--- src/rtl/motor_ramp_ctrl.sv ---
// motor_ramp_ctrl: soft-start/soft-stop sequencer feeding the motor driver pin.
// Turns the run request into a ramped PWM duty, enforces a minimum off-time
// after every stop, and latches external faults until they are acknowledged.
module motor_ramp_ctrl #(
  parameter int PWM_BITS      = 8,
  parameter int DUTY_MAX      = 255,
  parameter int RAMP_STEP     = 8,
  parameter int MIN_OFF_TICKS = 50
) (
  input  logic                clk,
  input  logic                reset_n,
  input  logic                tick_ramp,
  input  logic                motor_req,
  input  logic                fault_in,
  input  logic                fault_clr,
  output logic                pwm_out,
  output logic [PWM_BITS-1:0] duty_val,
  output logic                motor_active,
  output logic                fault_latched,
  output logic [2:0]          state_dbg
);

  localparam int HO_W = $clog2(MIN_OFF_TICKS + 1);

  localparam logic [PWM_BITS-1:0] DUTY_FULL = PWM_BITS'(DUTY_MAX);
  localparam logic [PWM_BITS-1:0] CNT_LAST  = PWM_BITS'(DUTY_MAX - 1);
  localparam logic [PWM_BITS-1:0] STEP_N    = PWM_BITS'(RAMP_STEP);
  localparam logic [PWM_BITS:0]   STEP_EXT  = (PWM_BITS + 1)'(RAMP_STEP);
  localparam logic [PWM_BITS:0]   FULL_EXT  = (PWM_BITS + 1)'(DUTY_MAX);
  localparam logic [HO_W-1:0]     HOLD_LOAD = HO_W'(MIN_OFF_TICKS);
  localparam logic [HO_W-1:0]     HOLD_ONE  = HO_W'(1);

  localparam logic [2:0] ST_OFF       = 3'd0;
  localparam logic [2:0] ST_RAMP_UP   = 3'd1;
  localparam logic [2:0] ST_ON        = 3'd2;
  localparam logic [2:0] ST_RAMP_DOWN = 3'd3;
  localparam logic [2:0] ST_HOLDOFF   = 3'd4;
  localparam logic [2:0] ST_FAULT     = 3'd5;

  logic [2:0]          state, state_nx;
  logic [PWM_BITS-1:0] duty_reg, duty_nx;
  logic [PWM_BITS-1:0] duty_active;
  logic [PWM_BITS-1:0] pwm_cnt;
  logic [HO_W-1:0]     holdoff_cnt, holdoff_nx;
  logic                pwm_q;
  logic                pwm_wrap;
  logic                fault_entry;
  logic [PWM_BITS:0]   up_sum;

  // The sum is one bit wider than the duty so saturation can see the carry.
  assign up_sum      = {1'b0, duty_reg} + STEP_EXT;
  assign pwm_wrap    = (pwm_cnt >= CNT_LAST);
  assign fault_entry = fault_in && (state != ST_FAULT);

  // Next-state, duty and holdoff decisions; fault pre-empts request and tick.
  always_comb begin
    state_nx   = state;
    duty_nx    = duty_reg;
    holdoff_nx = holdoff_cnt;
    if (fault_entry) begin
      state_nx = ST_FAULT;
      duty_nx  = '0;
    end else begin
      case (state)
        ST_OFF: begin
          duty_nx = '0;
          if (motor_req) state_nx = ST_RAMP_UP;
        end
        ST_RAMP_UP: begin
          if (!motor_req) begin
            state_nx = ST_RAMP_DOWN;
          end else if (tick_ramp) begin
            if (up_sum >= FULL_EXT) begin
              duty_nx  = DUTY_FULL;
              state_nx = ST_ON;
            end else begin
              duty_nx = up_sum[PWM_BITS-1:0];
            end
          end
        end
        ST_ON: begin
          duty_nx = DUTY_FULL;
          if (!motor_req) state_nx = ST_RAMP_DOWN;
        end
        ST_RAMP_DOWN: begin
          if (motor_req) begin
            state_nx = ST_RAMP_UP;
          end else if (tick_ramp) begin
            if ({1'b0, duty_reg} <= STEP_EXT) begin
              duty_nx    = '0;
              state_nx   = ST_HOLDOFF;
              holdoff_nx = HOLD_LOAD;
            end else begin
              duty_nx = duty_reg - STEP_N;
            end
          end
        end
        ST_HOLDOFF: begin
          duty_nx = '0;
          if (tick_ramp) begin
            if (holdoff_cnt <= HOLD_ONE) begin
              holdoff_nx = '0;
              state_nx   = ST_OFF;
            end else begin
              holdoff_nx = holdoff_cnt - HOLD_ONE;
            end
          end
        end
        ST_FAULT: begin
          duty_nx = '0;
          if (fault_clr && !fault_in) begin
            state_nx   = ST_HOLDOFF;
            holdoff_nx = HOLD_LOAD;
          end
        end
        default: begin
          state_nx   = ST_OFF;
          duty_nx    = '0;
          holdoff_nx = '0;
        end
      endcase
    end
  end

  // Sequencer registers: state, target duty and off-time counter.
  always_ff @(posedge clk) begin
    if (!reset_n) begin
      state       <= ST_OFF;
      duty_reg    <= '0;
      holdoff_cnt <= '0;
    end else begin
      state       <= state_nx;
      duty_reg    <= duty_nx;
      holdoff_cnt <= holdoff_nx;
    end
  end

  // PWM period counter plus the active duty, which only changes at a period
  // boundary so a ramp step never produces a runt or stretched pulse.
  always_ff @(posedge clk) begin
    if (!reset_n) begin
      pwm_cnt     <= '0;
      duty_active <= '0;
      pwm_q       <= 1'b0;
    end else begin
      pwm_cnt <= pwm_wrap ? '0 : pwm_cnt + 1'b1;
      if (fault_entry) begin
        duty_active <= '0;
      end else if (pwm_wrap) begin
        duty_active <= duty_reg;
      end
      pwm_q <= (pwm_cnt < duty_active) && !fault_in && (state != ST_FAULT);
    end
  end

  assign pwm_out       = pwm_q;
  assign duty_val      = duty_reg;
  assign motor_active  = (state == ST_RAMP_UP) || (state == ST_ON) || (state == ST_RAMP_DOWN);
  assign fault_latched = (state == ST_FAULT);
  assign state_dbg     = state;

endmodule

--- config.mk ---
export PLATFORM = sky130hd
export DESIGN_NAME = motor_ramp_ctrl
export DESIGN_NICKNAME = d
export VERILOG_FILES = /design/src/rtl/motor_ramp_ctrl.sv
export SDC_FILE = /design/constraint.sdc
export NUM_CORES = 1
export LEC_CHECK = 0
export CAP_MARGIN = 0
export CORE_ASPECT_RATIO = 1.75
export CORE_UTILIZATION = 45
export DETAILED_ROUTE_END_ITERATION = 12
export PLACE_DENSITY = 0.68
export SYNTH_ARGS = -nofsm -noshare
export SYNTH_HDL_FRONTEND = slang
export SYNTH_SLANG_ARGS = --single-unit
--- constraint.sdc ---
create_clock -name clk -period 2 [get_ports clk]
set_clock_uncertainty 0.1 [all_clocks]
set_input_delay 0.3 -clock clk [delete_from_list [all_inputs] [get_ports clk]]
set_output_delay 0.3 -clock clk [all_outputs]
set_load 0.1 [all_outputs]
== Word level (Yosys, flattened, before mapping) ==
Cells that the tools add are included.
Operators by class
  magnitude comparators: 5
  multiplexer cells: 27
  bitwise operators: 3
  $add $sub $neg: 4
  reduce and logical (&&, ||, !) cells: 15
  eq/ne operators: 29
Operators with widths (number)
  $mux 8: 6
  $mux 3: 12
  $mux 6: 6
  $ne 3x3->1 const B: 9
  $pmux 6 s4: 1
  $pmux 8 s3: 1
  $ne 2x2->1 const B: 9
  $pmux 3 s6: 1
  $reduce_and 9->1: 2
  $ne 4x4->1 const B: 4
  $add 8x4->9 const B: 1
  $ge 9x8->1 const B: 1
  $add 8x1->8 const B: 1
  $ge 8x8->1 const B: 1
  $le 8x4->1 const B: 1
  $lt 8x8->1: 1
  $sub 8x4->8 const B: 1
  $reduce_and 7->1: 1
  $eq 3x2->1 const B: 2
  $eq 3x3->1 const B: 2
  $le 6x1->1 const B: 1
  $sub 6x1->6 const B: 1
  $logic_and 1x1->1: 4
  $reduce_and 4->1: 1
  other kinds (9): 13
Word-level totals
  bits in registers: 34
  word-level logic and storage cells: 90
  output and inout bits: 14
  input port bits: 6

== Logic depth before layout (Yosys ltp) ==
  depth in word-level cells: 7
  gate-level depth with buffers: 8
  gate-level depth less buffers: 7

== Least setup slack after synthesis ==
OpenSTA, ideal clock, no wires.
  kind: register to register
  start: register duty_reg[3] (netlist: duty_val[3])
  end: register duty_reg[4] (netlist: duty_val[4])
  arrival time: 2770 ps
  required time: 1797 ps
  path slack: -973 ps
  clock period less this slack: 2973 ps
  stages on the path, launching flop included: 9
  buffers on the path: 1
  cells stage by stage: dfxtp_1 -> buf_2 -> inv_1 -> ha_1 -> nor2b_1 -> o2111ai_1 -> o21a_1 -> a211o_1 -> a2111oi_2
Between the ends
  longest elaborated chain between the ends: 6
  elaborated cells between the ends (all ways): 11
  those cells by class: 2 x add/sub; 2 x order compare; 7 x mux
Ends and longest elaborated chain
  from (decl): line 41  | logic [PWM_BITS-1:0] duty_reg, duty_nx;
  from (signal assigned): line 133  | duty_reg <= duty_nx;
  $add 8x4->9: line 51  | assign up_sum = {1'b0, duty_reg} + STEP_EXT;
  $ge 9x8->1: line 73  | if (up_sum >= FULL_EXT) begin
  $mux 8: line 73
  $mux 8: line 72  | end else if (tick_ramp) begin
  $mux 8: line 70  | if (!motor_req) begin
  $pmux 8 s3 (*): line 64  | case (state)
Mark *: on every way between the ends. The rest lies on a longest branch, timed or not. The select of a mux whose other input is x is not followed.
A chain may end at the register's enable or synchronous reset.

== Final worst setup path ==
  start: register duty_reg[4] (netlist: duty_val[4])
  end: register duty_reg[4] (netlist: duty_val[4])
The elaborated chain is that of the path after synthesis.

==> run_results.csv <==
group,metric,value,unit
logic_synthesis,synth_area,2095,um^2
cells_and_area,area.sequential,626.9,um^2
floorplanning,initial_core_util,0.4713,
setup_path,endpoint_kind,"flop",
grt,grt_pass1_vias,2179,
power,p_switching,0.001100,W
logic_synthesis,synth_nets,282,
logic_synthesis,synthArstFlopShare,0,
setup_path,cpPeakStageDelay,360,ps
detailed_routing,dr.first_iter.drc_count,50,
clock_tree,cts_buffers,5,
logic_synthesis,synth_most_common_cell,"dfxtp_1",
grt,grt_use_total,0.2674,
floorplanning,dieArea,4942,um^2
cells_and_area,nFillCells,404,
timing,fin_crit,1940,ps
power,p_leak,1.072,nW
detailed_routing,drc,0,
power,peakVddDrop,0.6633,mV
logic_synthesis,yosysTopAreaCell,"dfxtp_1",
clock_tree,clock_latency,290,ps
floorplanning,fp.dieH,92.25,um
clock_tree,ctsLongestPathBuffers,2,
cells_and_area,post-route-util,0.6126,
place,pre_cts_ws,-123.1,ps
logic_synthesis,synth_ff_type,"dfxtp_1",
timing,grt_setup_unrepaired,"yes",
detailed_routing,post_drt_via_cell_ratio,6.078,
cells_and_area,multiInputGateArea,1419,um^2
floorplanning,rows,32,
place,place.gp.congestion,0.9097,
timing,min_period_over_period,0.9701,
floorplanning,core,4444,um^2
logic_synthesis,ys_seq_elements,30,
setup_path,cp-start-kind,"flop",
clock_tree,hold_buffers,0,
floorplanning,die_w,53.57,um
run,max_cap_viol_count,0,
clock_tree,htree_num_levels,2,
setup_path,crit_arrival,2030,ps
logic_synthesis,yosysWarningCount,0,
detailed_routing,wirelength,5661,um
clock_tree,cts_tree,"done",
place,io_buffers,19,
power,p_clk_frac,0.227,
place,dp_hpwl,4284,um
cells_and_area,nets,315,
timing,worstMarginPinSlew,551.3,ps
clock_tree,cts_root_buf,"clkbuf_8",
grt,grt_pass1_wl,9666,um
logic_synthesis,synth_area_leaders,"dfxtp_1, ha_1, nor2_1",
timing,slew_viol_final,0,
timing,finalHoldViolations,0,
cells_and_area,areaGrowthSynthToFinish,29.99,%
clock_tree,clk_pin_slew_worst_paths,80,ps
grt,grt_overflow_total,0,
timing,slew-limit-headroom,0.6296,
floorplanning,io_pins,20,
cells_and_area,fin_area,2723,um^2
timing,finalWorstSetupSlack,59.85,ps
worst_hold_path,worstHoldPathType,"reg -> reg",
timing,fmax,0.5154,GHz
power,pwr-share-seq,0.302,
setup_path,crit_chain,"buf_4 -> ha_2 -> nor2b_1 -> a21oi_1 -> o21a_1 -> a211o_1 -> a2111oi_4",
logic_synthesis,yosysUniqueCellTypes,51,
power,power.density,917.5,nW/um^2
setup_path,required,2090,ps
detailed_routing,drt_pass1_iterations,4,
power,p_int,0.001398,W
timing,setup_tns,0,ps
place,post_dp_cell_area,2554,um^2
detailed_routing,vias,2109,
cells_and_area,layout-drive-gt1-share,0.2466,
logic_synthesis,avgSynthCellArea,7.994,um^2
cells_and_area,diodes,0,
power,swShare,0.4404,
logic_synthesis,yosys-top-cells-count,"dfxtp_1, nor2_1, inv_1, a21oi_1, o21ai_0",
grt,antenna_found_initial,0,
setup_path,crit_slowest_cell,"dfxtp_4",
setup_path,worstPathMaxFanout,5,
clock_tree,cts.sinks,30,
outcome,outcome,"completed",
detailed_routing,antenna_left,0,
timing,setup_violations,0,
logic_synthesis,synth_edf_count,0,
grt,grt_start_max_net_pins,16,
logic_synthesis,netlist_instances,262,
power,pwr-share-comb,0.471,
detailed_routing,post_drt_wl_per_cell,16.31,um
setup_path,worstSetupPathType,"reg -> reg",
logic_synthesis,seq_area_frac_synth,0.2867,
logic_synthesis,synth.top_cell.area_share,0.2867,
flip-flops by register name (all words and copies together) (netlist names):
name         flops
pwm_cnt          8
duty_active      6
duty_val         6
holdoff_cnt      6
state_dbg        3
pwm_out          1
kinds of logic (layout without fill, tap and decap cells):
kind of cell | Yosys count | count (layout) | synth area share
AND/OR/NAND/NOR | 89 | 89 | 0.2276
multiplexers | 8 | 8 | 0.03823
buffers and inverters | 36 | 69 | 0.07706
XOR/XNOR | 8 | 8 | 0.03345
adder cells (fa/ha/maj) | 14 | 14 | 0.08363
flip-flops | 30 | 30 | 0.2867
AO/OA/AOI/OAI | 77 | 78 | 0.2533
final cells by class:
class                   count  share of cell area
multi-input cells         197              0.5211
flip-flops and latches     30              0.2302
repair buffers             42              0.1585
clock buffers               6             0.03447
inverters                  19             0.02849
well taps                  51             0.02344
clock inverters             2            0.003676
metrics by stage:
stage | hold WS (ps) | instances | power [W]
finish | 395.9 | 347 | 0.002498
CTS | 402.9 | 347 | 0.002493
global route | 421.4 | 347 | 0.002616
global placement | 375.2 | 336 | 0.001885
detailed placement | 386.0 | 336 | 0.001900
floorplan | 308.3 | 262 | 0.001557
cell usage in the layout (no fill, tap or decap), drive strengths merged, types with 7 or more instances in the layout:
master / instances
mux2i: 8
a21oi: 16
ha: 14
buf: 37
nand3: 9
o21ai: 17
nor2: 27
a31oi: 7
nor2b: 8
o211ai: 9
nand2: 11
inv: 18
nand2b: 10
dfxtp: 30
xor2: 7
power by group through the flow:
| stage | combinational (W) | sequential, W | clock [W] |
|---|---|---|---|
| finish | 0.00118 | 0.000753 | 0.000567 |
| detailed placement | 0.00114 | 0.000763 | 0 |
| global placement | 0.00112 | 0.000762 | 0 |
| global route | 0.00125 | 0.000763 | 0.000604 |
| CTS | 0.00117 | 0.000751 | 0.000576 |
| floorplan | 0.000668 | 0.000890 | 0 |
routing by layer:
metal	global-route usage	vias up	part of all wire
li1	-	1006	-
met3	0.05638	29	0.032
met2	0.4615	68	0.56
met4	0.1930	0	0.048
met5	0	-	0
met1	0.2632	1006	0.36
timing repair:
| action | 4_1_cts | 5_1_grt |
|---|---|---|
| buffers inserted | 2 | 0 |
| gates cloned | 1 | 0 |
| pin swaps | 6 | 3 |
| resized for setup | 5 | 3 |
| endpoints found under the setup margin | 1 | 3 |
worst max-delay path, delay by kind of cell (launching register included):
family / cells / cell delay, ps
AOI/OAI and AO/OA: 4 / 900
adders and majority gates: 1 / 200
and+or+nand+nor: 1 / 120
DFF: 1 / 360
buffers and inverters: 1 / 150
final timing paths:
path / from / end / slack, ps / depth (start not counted)
max: duty_val[4]$_SDFFE_PP0P_ / duty_val[4]$_SDFFE_PP0P_ / 60 / 7
min: duty_active[6]$_SDFFE_PP0P_ / duty_active[6]$_SDFFE_PP0P_ / 400 / 2
max reg2reg: duty_val[4]$_SDFFE_PP0P_ / duty_val[4]$_SDFFE_PP0P_ / 60 / 7
min reg2reg: duty_active[6]$_SDFFE_PP0P_ / duty_active[6]$_SDFFE_PP0P_ / 400 / 2
Power figures use the tool's default switching activity.
